File: src/rtl/insn_loader.sv
// insn_loader: packs a host byte stream into 32-bit words and writes them to instruction memory.
// Define INSN_LOADER_CHECKSUM_EN to expect a trailing XOR checksum byte per frame.
module insn_loader #(
    parameter int DEPTH = 32,
    parameter int CNT_W = 6
) (
    input  logic        clk,
    input  logic        rst_n,
    input  logic        start,
    input  logic        byte_valid,
    input  logic [7:0]  byte_data,
    output logic        byte_ready,
    output logic        mem_w,
    output logic [31:0] mem_addr,
    output logic [31:0] mem_wdata,
    output logic        cpu_hold,
    output logic        done,
    output logic        err
);
`ifdef INSN_LOADER_CHECKSUM_EN
    typedef enum logic [2:0] {IDLE, COUNT, DATA, WRITE, CHECK, DONE} state_t;
    logic [7:0] csum;
`else
    typedef enum logic [2:0] {IDLE, COUNT, DATA, WRITE, DONE} state_t;
`endif
    state_t state;
    logic [CNT_W-1:0] n, widx;
    logic [1:0] bidx;
    logic [23:0] word_buf;
    logic xfer;
    assign xfer = byte_valid & byte_ready;
    always_ff @(posedge clk or negedge rst_n) begin
        if (!rst_n) begin
            state <= IDLE;
            byte_ready <= 1'b0;
            mem_w <= 1'b0;
            mem_addr <= '0;
            mem_wdata <= '0;
            cpu_hold <= 1'b0;
            done <= 1'b0;
            err <= 1'b0;
            n <= '0;
            widx <= '0;
            bidx <= '0;
            word_buf <= '0;
`ifdef INSN_LOADER_CHECKSUM_EN
            csum <= '0;
`endif
        end else begin
            done <= 1'b0;
            mem_w <= 1'b0;
            case (state)
                IDLE: if (start) begin
                    state <= COUNT;
                    err <= 1'b0;
                    cpu_hold <= 1'b1;
                    byte_ready <= 1'b1;
                end
                COUNT: if (xfer) begin
`ifdef INSN_LOADER_CHECKSUM_EN
                    csum <= byte_data;
`endif
                    if (32'(byte_data) > DEPTH) begin
                        err <= 1'b1;
                        byte_ready <= 1'b0;
                        done <= 1'b1;
                        state <= DONE;
                    end else if (byte_data == 8'd0) begin
`ifdef INSN_LOADER_CHECKSUM_EN
                        state <= CHECK;
`else
                        byte_ready <= 1'b0;
                        done <= 1'b1;
                        state <= DONE;
`endif
                    end else begin
                        n <= CNT_W'(byte_data);
                        widx <= '0;
                        bidx <= '0;
                        state <= DATA;
                    end
                end
                DATA: if (xfer) begin
`ifdef INSN_LOADER_CHECKSUM_EN
                    csum <= csum ^ byte_data;
`endif
                    bidx <= bidx + 2'd1;
                    if (bidx == 2'd3) begin
                        byte_ready <= 1'b0;
                        mem_w <= 1'b1;
                        mem_addr <= 32'(widx);
                        mem_wdata <= {byte_data, word_buf};
                        state <= WRITE;
                    end else begin
                        word_buf[8*bidx +: 8] <= byte_data;
                    end
                end
                WRITE: begin
                    widx <= widx + CNT_W'(1);
                    if (widx + CNT_W'(1) == n) begin
`ifdef INSN_LOADER_CHECKSUM_EN
                        byte_ready <= 1'b1;
                        state <= CHECK;
`else
                        done <= 1'b1;
                        state <= DONE;
`endif
                    end else begin
                        bidx <= '0;
                        byte_ready <= 1'b1;
                        state <= DATA;
                    end
                end
`ifdef INSN_LOADER_CHECKSUM_EN
                CHECK: if (xfer) begin
                    err <= byte_data != csum;
                    byte_ready <= 1'b0;
                    done <= 1'b1;
                    state <= DONE;
                end
`endif
                DONE: begin
                    cpu_hold <= 1'b0;
                    state <= IDLE;
                end
                default: state <= IDLE;
            endcase
        end
    end
endmodule

File: config.mk
export PLATFORM = sky130hd
export DESIGN_NAME = insn_loader
export DESIGN_NICKNAME = d
export VERILOG_FILES = /design/src/rtl/insn_loader.sv
export SDC_FILE = /design/constraint.sdc
export NUM_CORES = 1
export LEC_CHECK = 0
export BUFFER_PORTS_ARGS = -buffer_cell sky130_fd_sc_hd__buf_2
export CORE_UTILIZATION = 49
export CTS_CLUSTER_SIZE = 30
export DETAILED_ROUTE_END_ITERATION = 7
export PLACE_DENSITY = 0.84
export SYNTH_ARGS = -nofsm -noshare
export SYNTH_HDL_FRONTEND = slang
export SYNTH_SLANG_ARGS = --single-unit
File: constraint.sdc
create_clock -name clk -period 1.8 [get_ports clk]
set_input_delay 0.09 -clock clk [delete_from_list [all_inputs] [get_ports clk]]
set_output_delay 0.09 -clock clk [all_outputs]
set_load 0.03 [all_outputs]
# After elaboration in Yosys (flattened, before gate mapping)
# Cells that the tools add are included.
dict set report op_classes {
  n_mul 0
  bitwise_logic 4
  reduce_logical 16
  muxes 40
  magnitude_cmp 1
  eq_ne 15
  n_addsub 3
  n_div 0
  shift 2
}
# op count
set ops {}
lappend ops {{$neg 5->34} 1}
lappend ops {{$shift 8x34->24 const A} 1}
lappend ops {{$shiftx 8x34->24} 1}
lappend ops {{$bwmux 24} 1}
lappend ops {{$mux 3} 7}
lappend ops {{$mux 6} 3}
lappend ops {{$mux 1} 17}
lappend ops {{$ne 2x2->1 const B} 8}
lappend ops {{$reduce_and 4->1} 4}
lappend ops {{$pmux 3 s4} 1}
lappend ops {{$pmux 6 s2} 1}
lappend ops {{$mux 2} 5}
lappend ops {{$gt 8x6->1 const B} 1}
lappend ops {{$logic_not 8->1} 1}
lappend ops {{$reduce_and 7->1} 1}
lappend ops {{$add 6x1->6 const B} 1}
lappend ops {{$eq 3x2->1 const B} 2}
lappend ops {{$eq 6x6->1} 1}
lappend ops {{$pmux 1 s2} 3}
lappend ops {{$pmux 2 s3} 1}
lappend ops {{$reduce_and 3->1} 2}
lappend ops {{$reduce_and 6->1} 1}
lappend ops {{$reduce_bool 2->1} 3}
lappend ops {{$pmux 1 s4} 1}
lappend ops {{11 further kinds} 13}
dict set report totals {
  latchBits 0
  n_memories 0
  regBits 84
  ram_bits 0
  rom_bits 0
  inputBits 12
  word_cells 93
}

# Longest topological paths before layout
# Gate-level depths: netlist of run 1.
dict set report logic_depth {
  ltp_word 5
  depth_mapped 7
}

# Worst setup path after synthesis of run 1
# No wires, ideal clock.
dict set report synth_path {
  kind {register to register}
  from {register state[0]}
  to {register mem_addr[5]}
  setup_ns 0.125
  path_stages_with_launch 8
  slack_ns -0.168
  period_less_slack_ns 1.968
  n_path_buf 3
  t_arrival_ns 1.844
  required_ns 1.675
  cell_sequence {dfrtp_1 -> buf_2 -> or3b_2 -> nor2_2 -> nand2_1 -> buf_2 -> buf_2 -> mux2_2}
}
dict set report synth_via {
  elab_chain_cells 2
}
# element line_no
set synth_lines {}
lappend synth_lines {{from (decl)} 26} ;# state_t state;
lappend synth_lines {{from (signal assigned)} 34} ;# state <= IDLE;
lappend synth_lines {{from (signal assigned)} 54} ;# state <= COUNT;
lappend synth_lines {{from (signal assigned)} 67} ;# state <= DONE;
lappend synth_lines {{$eq 3x2->1} 52} ;# case (state)
lappend synth_lines {{$reduce_and 3->1 (no source line)} n/a}
lappend synth_lines {{to (signal assigned)} 91} ;# mem_addr <= 32'(widx);
lappend synth_lines {{to (decl)} 14} ;# output logic [31:0] mem_addr,
# No other way between the ends.
# A chain may end at the register's enable or synchronous reset.

# Worst setup path in the final report of run 1
dict set report layout_path {
  from {register state[0]}
  to {register mem_addr[1]}
}
# Same word-level chain as after synthesis.

==> impl_metrics.tcl, run 1 <==
set metrics [dict create \
    seq_area_frac_synth_pct 54.7 \
    final_max_slew_viol_count 0 \
    die_width_um 90.6 \
    final_antenna_net_count 0 \
    drc_errors 0 \
    routed_via_density 5.28 \
    core_region_area_mm2 0.00741 \
    grt_pass1_vias 2707 \
    timing.hold.ws_ns 0.0304 \
    cts_inserted_buffers 9 \
    final_hold_viol_count 0 \
    type_of_element_launching_the_critical_path "flop" \
    finalInstanceArea_mm2 0.00457 \
    timing.fmax_mhz 566 \
    worstSetupEndpointType "flop" \
    tritoncts "built" \
    globalRouteTotalUtil_pct 20.3 \
    synth.area.top_cells "sky130_fd_sc_hd__dfrtp_1 55%, sky130_fd_sc_hd__mux2_2 13%, sky130_fd_sc_hd__nand2_1 6.5%" \
    cts.clk_slew.worst_paths_ns 0.08 \
    setup-tns-final_ns 0 \
    finish.net_count 445 \
    syn_avg_cell_area_um2 11.1 \
    grt_util_met1_pct 26.7 \
    synth.cells.most_frequent "84 x sky130_fd_sc_hd__dfrtp_1, 67 x sky130_fd_sc_hd__nand2_1, 44 x sky130_fd_sc_hd__mux2_2, 28 x sky130_fd_sc_hd__o21ai_0, 26 x sky130_fd_sc_hd__buf_4" \
    post_route_fraction_of_the_period_consumed_by_the_critical_path_pct 98.2 \
    final_period_minus_worst_setup_slack_ns 1.77 \
    synthDominantCellAreaShare_pct 54.7 \
    io-pin-count 81 \
    antenna_violations_before_repair 0 \
    outcome "complete, no violations" \
    detailed_place.area_mm2 0.00433 \
    critPathMaxFanout 20 \
    worst_hold_path_type "input pin to flop" \
    yosys.cell_types.count 45 \
    antennaDiodeCount 0 \
    synth-async-reset-ratio_pct 100 \
    clock_sinks 84 \
    vias 2804 \
    gr-max-usage-layer "met2" \
    flow.area_growth_from_synthesis_pct 18.9 \
    dp_hpwl_mm 5.69 \
    p_leak_uw 0.00236 \
    library_cell_occupying_the_most_area_in_the_post_synthesis_netlist "sky130_fd_sc_hd__dfrtp_1" \
    regToRegStartpoint "state[0]" \
    groute.layer.met3.usage_pct 4.46 \
    worstSetupStartpoint "state[0]" \
    floorplan.rows 31 \
    starting_density_pct 51.9 \
    power-per-cell-area_mw_per_mm2 1150 \
    worstPathArrival_ns 2.01 \
    design_power_total_uw 5280 \
    dominantRegCellSynth "sky130_fd_sc_hd__dfrtp_1" \
    cts_htree_levels 3 \
    io_buffer_count 54 \
    cp.required_ns 2.05 \
    worst_case_vdd_ir_drop_uv 510 \
    globalplace.congestion 0.891 \
    drt_first_pass_iters 4 \
    grt_setup_unrepaired "yes" \
    routed_wirelength_mm 8.07 \
    routedWlPerCell_um 15.2 \
    timing.max_cap.violations 0 \
    layout-drive-gt1-share_pct 37.5 \
    fp.dieArea_mm2 0.00820 \
    grt_overflow_total 0 \
    setup_violating_endpoint_count_in_the_final_report 0 \
    clock_insertion_delay_worst_skew_ns 0.36 \
    grt_util_met2_pct 32.5 \
    setup.worst_path.class "flop to flop" \
    clk_root_buffer_cell "sky130_fd_sc_hd__clkbuf_8" \
    hold_path_startpoint "byte_data[6]" \
    pin_count_of_the_biggest_net_entering_global_routing 85 \
    mappedNetlistArea_mm2 0.00384 \
    clock_skew_ns 0.00642 \
    number_of_enable_flip_flop_cells_after_synthesis 0 \
    yosys_register_bits 84 \
    dieHeight_um 90.6 \
    drt-initial-drc-count 158 \
    synthesis.instances 345 \
    ys.warnings.count 0 \
    clk_path_buf_depth 2 \
    grt_pass1_wl_mm 12.9 \
    synth.most_common_cell "sky130_fd_sc_hd__dfrtp_1" \
]
-- registers in the layout (all words and copies together), names as in the netlist --
| register | flops |
|---|---|
| err | 1 |
| widx | 6 |
| bidx | 2 |
| done | 1 |
| byte_ready | 1 |
| word_buf | 24 |
| mem_w | 1 |
| mem_wdata | 32 |
| cpu_hold | 1 |
| mem_addr | 6 |
| n | 6 |
| state | 3 |
-- cell families (layout without fill, tap and decap cells) --
group | Yosys count | after routing | synth area share (%)
fa+ha+maj | 6 | 6 | 1.95
xor+xnor | 8 | 8 | 1.82
flops | 84 | 84 | 54.7
compound gates | 56 | 56 | 9.11
simple gates | 101 | 101 | 12.3
mux | 45 | 45 | 13.1
other cells | 1 | 26 | 0.0975
buf+inv | 44 | 106 | 6.93
-- worst max-delay path, cell delays in order, from the launching register on --
cell and delay (ns):
sky130_fd_sc_hd__dfrtp_2 0.45, sky130_fd_sc_hd__or3b_4 0.45, sky130_fd_sc_hd__nor2_4 0.12, sky130_fd_sc_hd__nand2_1 0.09, sky130_fd_sc_hd__buf_4 0.23, sky130_fd_sc_hd__mux2_2 0.30
-- what timing repair did --
action / CTS / global route
hold endpoints to repair: 84 / 0
hold buffers: 1 / 0
gates resized for setup: 0 / 8
endpoints found under the setup margin: 0 / 63
setup buffers: 0 / 2
-- worst paths after layout --
| path | cells after the start | endpoint | slack, ns |
|---|---|---|---|
| hold / removal | 3 | word_buf[14] | 0.03 |
| max in group asynchronous | 3 | widx[0] | 1.14 |
| setup / recovery | 5 | mem_addr[1] | 0.03 |
| min in group asynchronous | 3 | mem_wdata[0] | 0.30 |
| setup reg to reg | 5 | mem_addr[1] | 0.03 |
| hold reg to reg | 2 | word_buf[4] | 0.48 |
-- where the power goes --
| part | internal, uW | switching, uW |
|---|---|---|
| clock network | 504 | 693 |
| registers | 2150 | 248 |
| logic | 736 | 950 |
-- stage by stage --
| step | setup slack, ns | std cells | utilization, % |
|---|---|---|---|
| finish | 0.0318 | 531 | 61.7 |
| global route | -0.0115 | 531 | 61.7 |
| global placement | -0.171 | 512 | 58.5 |
| floorplan | -0.00605 | 370 | - |
| CTS | 0.0318 | 529 | 61.0 |
| detailed placement | -0.196 | 512 | 58.5 |
-- cells in the final DEF, fill, tap and decap left out, types with 5 or more instances in the layout --
cell type and count:
sky130_fd_sc_hd__dfrtp_1 81, sky130_fd_sc_hd__nand2_1 67, sky130_fd_sc_hd__buf_2 53, sky130_fd_sc_hd__mux2_2 44, sky130_fd_sc_hd__buf_4 30, sky130_fd_sc_hd__o21ai_0 27, sky130_fd_sc_hd__conb_1 26, sky130_fd_sc_hd__a21oi_1 9
sky130_fd_sc_hd__clkbuf_8 9, sky130_fd_sc_hd__nor2_1 6, sky130_fd_sc_hd__inv_1 5
-- routing by layer --
| layer | wire length [um] | share of wire [%] |
|---|---|---|
| met5 | 0 | 0 |
| met4 | 119 | 1.5 |
| met2 | 3980 | 49 |
| met3 | 344 | 4.3 |
| met1 | 3620 | 45 |
-- final cells by class --
type,instances,area (um2)
fillers,602,2840
flip-flops and latches,84,2110
well taps,99,124
repair buffers,85,520
multi-input cells,242,1630
clock buffers,9,124
inverters,5,18.8
clock inverters,7,51.3
(Power assumes the default switching activity.)
==> run 2: changes to the inputs <==
CORE_ASPECT_RATIO = 0.6   (was default)
==> run 2 against run 1 <==
Compared with the run above:
- the run now ends with negative setup slack left
- routed wire length rose by 16%
- critical path depth did not move
- flip-flop and latch count stayed put
- clock power up 78%
- hold slack improved by 0.019 ns
- via count up 0.64%
- largest cell class unchanged
- largest power group unchanged
==> impl_metrics.tcl, run 2 (synthesized netlist as in run 1, its figures left out) <==
set metrics [dict create \
    final_common_cell "sky130_fd_sc_hd__dfrtp_1" \
    finish.net_count 444 \
    io-pin-count 81 \
    grt_pass1_wl_mm 13.9 \
    floorplan.rows 24 \
    timing.max_cap.violations 0 \
    top_library_cells_by_usage_in_the_layout_fill_and_taps_aside "79 x sky130_fd_sc_hd__dfrtp_1, 66 x sky130_fd_sc_hd__nand2_1, 53 x sky130_fd_sc_hd__buf_2" \
    cts.clk_slew.worst_paths_ns 0.06 \
    core_region_area_mm2 0.00742 \
    comb_power_share_pct 27.2 \
    io_buffer_count 54 \
    power-per-cell-area_mw_per_mm2 1300 \
    cts_htree_levels 3 \
    grt_setup_unrepaired "yes" \
    post_route_fraction_of_the_period_consumed_by_the_critical_path_pct 101 \
    dieHeight_um 70.6 \
    setup-tns-final_ns -0.0227 \
    share_clk_of_total_power_pct 34.3 \
    timing.hold.ws_ns 0.0490 \
    drt-initial-drc-count 165 \
    final_period_minus_worst_setup_slack_ns 1.81 \
    timing.fmax_mhz 552 \
    outcome "finished with violations" \
    power.net_switching_uw 2000 \
    vias 2822 \
    cts_inserted_buffers 9 \
    drt_first_pass_iters 4 \
    setup_violating_endpoint_count_in_the_final_report 2 \
    largest_register_ffs 32 \
    timing.critical_path.max_delay_family "simple AND/OR/NAND/NOR gates" \
    pin_count_of_the_biggest_net_entering_global_routing 39 \
    final_max_slew_viol_count 0 \
    finalWorstSetupSlack_ns -0.0115 \
    flow.area_growth_from_synthesis_pct 24.6 \
    max_flop_register "mem_wdata" \
    cp.required_ns 2.03 \
    p_leak_uw 0.00246 \
    routedWlPerCell_um 17.5 \
    critical_path.cell_chain "or3_1 -> a311oi_2 -> a211oi_2 -> or2_4 -> a31o_4" \
    failed_checks "negative setup slack" \
    fp.dieArea_mm2 0.00822 \
    critical-path-max-stage-delay_ns 0.40 \
    antennaDiodeCount 0 \
    worst_hold_path_type "input pin to flop" \
    routed_wirelength_mm 9.34 \
    routed_via_density 5.27 \
    worstSetupEndpointType "flop" \
    grt_pass1_vias 2662 \
    worst_case_vdd_ir_drop_uv 723 \
    top_regs "mem_wdata: 32 flops, word_buf: 24 flops" \
    sw_frac_of_total_pct 32.0 \
    cp_num_buf_inv 0 \
    clk_root_buffer_cell "sky130_fd_sc_hd__clkbuf_16" \
    p_int_uw 4240 \
    setup.worst_path.class "flop to flop" \
    layout-drive-gt1-share_pct 38.3 \
    critPathMaxFanout 6 \
    dp_hpwl_mm 6.36 \
    tritoncts "built" \
    die_width_um 116 \
    grt_overflow_total 0 \
    final_antenna_net_count 0 \
    starting_density_pct 51.8 \
    worstPathArrival_ns 2.04 \
    timing.critical_path.slowest_stage_cell "sky130_fd_sc_hd__dfrtp_1" \
    power.sequential.fraction_pct 38.5 \
    clock_insertion_delay_worst_skew_ns 0.34 \
    type_of_element_launching_the_critical_path "flop" \
    clock_skew_ns 0.00717 \
    antenna_violations_before_repair 0 \
    drc_errors 0 \
    clk_path_buf_depth 2 \
    globalplace.congestion 0.892 \
    clock_sinks 84 \
    final_hold_viol_count 0 \
    globalRouteTotalUtil_pct 23.5 \
]
-- run 2: cell count changes in the layout (fill, tap and decap cells not counted), moves of 2 or more --
cell | previous run | this run
sky130_fd_sc_hd__o21ai_0 | 27 | 25
sky130_fd_sc_hd__buf_4 | 30 | 27
sky130_fd_sc_hd__o21ai_1 | 2 | 4
sky130_fd_sc_hd__clkbuf_16 | 0 | 10
sky130_fd_sc_hd__bufinv_16 | 0 | 3
sky130_fd_sc_hd__dfrtp_1 | 81 | 79
sky130_fd_sc_hd__dfrtp_2 | 3 | 5
sky130_fd_sc_hd__clkbuf_8 | 9 | 1
-- run 2: metrics by stage --
stage                     setup WS, ns  instance area, um2  util [%]  power, uW  instances
final                          -0.0115                4790      64.6       6240        535
after detailed placement        -0.109                4340      58.5       3980        515
after floorplan               -0.00605                3990         -       3470        370
after CTS                      0.00278                4710      63.6       6180        532
after global routing           -0.0712                4790      64.6       6540        535
after global placement         -0.0786                4340      58.5       3900        515
-- run 2: path summary, 6_finish.rpt --
path / start / endpoint / slack, ns / cells after the start
max reg2reg: widx[4] / state[1] / -0.01 / 5
max: widx[4] / state[1] / -0.01 / 5
min in group asynchronous: rst_n / word_buf[6] / 0.22 / 2
max in group asynchronous: rst_n / widx[2] / 0.97 / 3
min: byte_data[7] / word_buf[7] / 0.05 / 3
min reg2reg: word_buf[15] / word_buf[15] / 0.48 / 2
-- run 2: cell type report --
class,instances,area [um2]
sequential,84,2110
tap,104,130
clock buffer,10,239
inverter,5,18.8
multi-input combinational,242,1640
timing repair buffer,84,543
fill,597,2630
clock inverter,6,111
-- run 2: routing by layer --
layer  global-route usage [%]  wire length (um)  part of all wire, %
met4                     6.13                87                 0.93
met3                     9.17               773                  8.3
met1                     31.9              4200                   45
met2                     35.2              4280                   46
met5                        0                 0                    0
-- run 2: timing repair --
item | 4_1_cts | 5_1_grt
endpoints found under the setup margin | 6 | 48
hold buffers | 1 | 0
gates resized for setup | 3 | 13
setup buffers | 0 | 2
gates cloned | 0 | 1
hold endpoints to repair | 27 | 0
pin swaps | 1 | 2
-- run 2: worst register-to-register path, stage by stage (launching register included) --
cell,delay (ns)
sky130_fd_sc_hd__dfrtp_1,0.40
sky130_fd_sc_hd__or3_1,0.39
sky130_fd_sc_hd__a311oi_2,0.27
sky130_fd_sc_hd__a211oi_2,0.11
sky130_fd_sc_hd__or2_4,0.31
sky130_fd_sc_hd__a31o_4,0.22
-- run 2: power groups by stage --
stage                     Sequential, uW  Combinational [uW]  Clock (uW)
after detailed placement            2410                1580           0
after floorplan                     2410                1060           0
after global placement              2390                1500           0
after global routing                2430                1850        2260
final                               2400                1700        2140
after CTS                           2380                1620        2180
==> run 3: changes to the inputs <==
CORE_UTILIZATION = 51   (was 49)
CTS_BUF_LIST = sky130_fd_sc_hd__clkbuf_2 sky130_fd_sc_hd__clkbuf_4 sky130_fd_sc_hd__clkbuf_8   (was default)
PLACE_DENSITY = 0.86   (was 0.84)
==> run 3 against run 2 <==
Compared with the run above:
- the flow now finishes without violations
- register-to-register slack better by 0.04 ns
- hold slack worse by 0.019 ns
- routed wire length down 6.7%
- final cell count up 0.37%
- non-clock buffer count up 2
- critical endpoint is now byte_ready
- largest power group unchanged
- highest routed layer unchanged
==> impl_metrics.tcl, run 3 (synthesized netlist as in run 1, its figures left out) <==
set metrics [dict create \
    final_antenna_net_count 0 \
    drt_first_pass_iters 7 \
    grt_setup_unrepaired "yes" \
    cts_inserted_buffers 9 \
    r2r_setup_slk_ns 0.03 \
    grt_pass1_wl_mm 13.8 \
    io_buffer_count 54 \
    final_period_minus_worst_setup_slack_ns 1.77 \
    timing.hold.ws_ns 0.0296 \
    outcome "complete, no violations" \
    drc_errors 0 \
    setup_violating_endpoint_count_in_the_final_report 0 \
    antennaDiodeCount 0 \
    grt_overflow_total 0 \
    finish.net_count 446 \
    clock_insertion_delay_worst_skew_ns 0.36 \
    detailed_place.area_mm2 0.00435 \
    nFillCells 590 \
    finalInstanceArea_mm2 0.00464 \
    antenna_violations_before_repair 0 \
    setup.worst_path.class "flop to flop" \
    top_library_cells_by_usage_in_the_layout_fill_and_taps_aside "80 x sky130_fd_sc_hd__dfrtp_1, 66 x sky130_fd_sc_hd__nand2_1, 53 x sky130_fd_sc_hd__buf_2" \
    critPathMaxFanout 5 \
    worst_hold_path_type "input pin to flop" \
    clk_path_buf_depth 2 \
    vias 2804 \
    dp_hpwl_mm 6.07 \
    tritoncts "built" \
    cts.clk_slew.worst_paths_ns 0.08 \
    power-per-cell-area_mw_per_mm2 1150 \
    type_of_element_launching_the_critical_path "flop" \
    worstPathArrival_ns 2.02 \
    hold_depth 3 \
    critical_path.reg2reg.endpoint "byte_ready" \
    max_flop_register "mem_wdata" \
    clk_root_buffer_cell "sky130_fd_sc_hd__clkbuf_8" \
    layout-drive-gt1-share_pct 38.6 \
    routed_wirelength_mm 8.71 \
    floorplan.rows 24 \
    top_regs "mem_wdata: 32 flops, word_buf: 24 flops" \
    clock_skew_ns 0.00995 \
    post_route_fraction_of_the_period_consumed_by_the_critical_path_pct 98.4 \
    flow.area_growth_from_synthesis_pct 20.7 \
    worst_case_vdd_ir_drop_uv 609 \
    final_hold_viol_count 0 \
    io-pin-count 81 \
    starting_density_pct 52.9 \
    largest_register_ffs 32 \
    die_width_um 114 \
    holdPathEnd "word_buf[12]" \
    globalplace.congestion 0.867 \
    clock_sinks 84 \
    p_leak_uw 0.00241 \
    r2r.worst_path.cells 5 \
    dieHeight_um 69.3 \
    hold_path_startpoint "byte_data[4]" \
    globalRouteTotalUtil_pct 23.6 \
    regToRegStartpoint "widx[3]" \
    worstSetupEndpointType "flop" \
    timing.fmax_mhz 565 \
    final_common_cell "sky130_fd_sc_hd__dfrtp_1" \
    drt-initial-drc-count 154 \
    cp.required_ns 2.05 \
    grt_pass1_vias 2660 \
    pin_count_of_the_biggest_net_entering_global_routing 71 \
    final_max_slew_viol_count 0 \
    timing.max_cap.violations 0 \
    routed_via_density 5.22 \
    core_region_area_mm2 0.00727 \
    routedWlPerCell_um 16.2 \
    fp.dieArea_mm2 0.00790 \
    cts_htree_levels 3 \
]
-- run 3: cell count changes in the layout (fill, tap and decap cells not counted), sizes merged --
cell and change:
buf +2, clkinv +1, clkbuf +2, bufinv -3
-- run 3: area by class of cell --
cell class                 instances  area (um2)  area share, %
sequential                        84        2110           45.4
multi-input combinational        242        1640           35.3
timing repair buffer              86         558           12.0
clock buffer                      12         165           3.56
tap                              104         130           2.80
clock inverter                     4        22.5          0.485
inverter                           5        18.8          0.404
-- run 3: worst max-delay path by stage --
stage | from | endpoint | slack [ns] | depth (start not counted)
final | widx[3] | byte_ready | 0.03 | 5
after global routing | widx[3] | byte_ready | -0.01 | 5
after CTS | widx[1] | byte_ready | 0.002 | 6
after detailed placement | byte_data[2] | bidx[0] | -0.10 | 6
after global placement | byte_data[2] | bidx[0] | -0.08 | 6
after floorplan | widx[3] | byte_ready | -0.006 | 7
-- run 3: what timing repair did --
action / CTS / global route
resized for setup: 1 / 11
buffers inserted: 0 / 3
pin swaps: 0 / 5
endpoints found under the setup margin: 5 / 63
hold endpoints to repair: 84 / 0
cloned: 0 / 1
hold buffers: 1 / 0
-- run 3: critical path: stages, from the launching register on --
cell and delay (ns):
sky130_fd_sc_hd__dfrtp_1 0.41, sky130_fd_sc_hd__or3_4 0.37, sky130_fd_sc_hd__a311oi_2 0.27, sky130_fd_sc_hd__a211oi_2 0.09, sky130_fd_sc_hd__or2_4 0.29, sky130_fd_sc_hd__a32o_1 0.22
-- run 3: metal layers --
layer | routed length [um] | global-route usage (%) | vias up
li1 | - | - | 1302
met1 | 4260 | 35.2 | 1387
met2 | 3710 | 32.0 | 107
met3 | 655 | 9.53 | 8
met4 | 77 | 5.34 | 0
met5 | 0 | 0 | -
-- run 3: where the power goes --
part / internal (uW) / total (uW) / switching, uW
sequential: 2150 / 2380 / 236
combinational: 749 / 1720 / 974
clock: 607 / 1250 / 646
-- run 3: through the flow --
stage               util (%)  setup slack (ns)  std cells  setup TNS [ns]  total power (uW)
detailed placement      59.8            -0.103        516          -0.773              3990
CTS                     62.6           0.00227        533               0              5260
global placement        59.8           -0.0779        516          -0.325              3930
global route            63.9           -0.0143        537         -0.0245              5690
finish                  63.9            0.0297        537               0              5360
floorplan                  -          -0.00605        370        -0.00605              3470
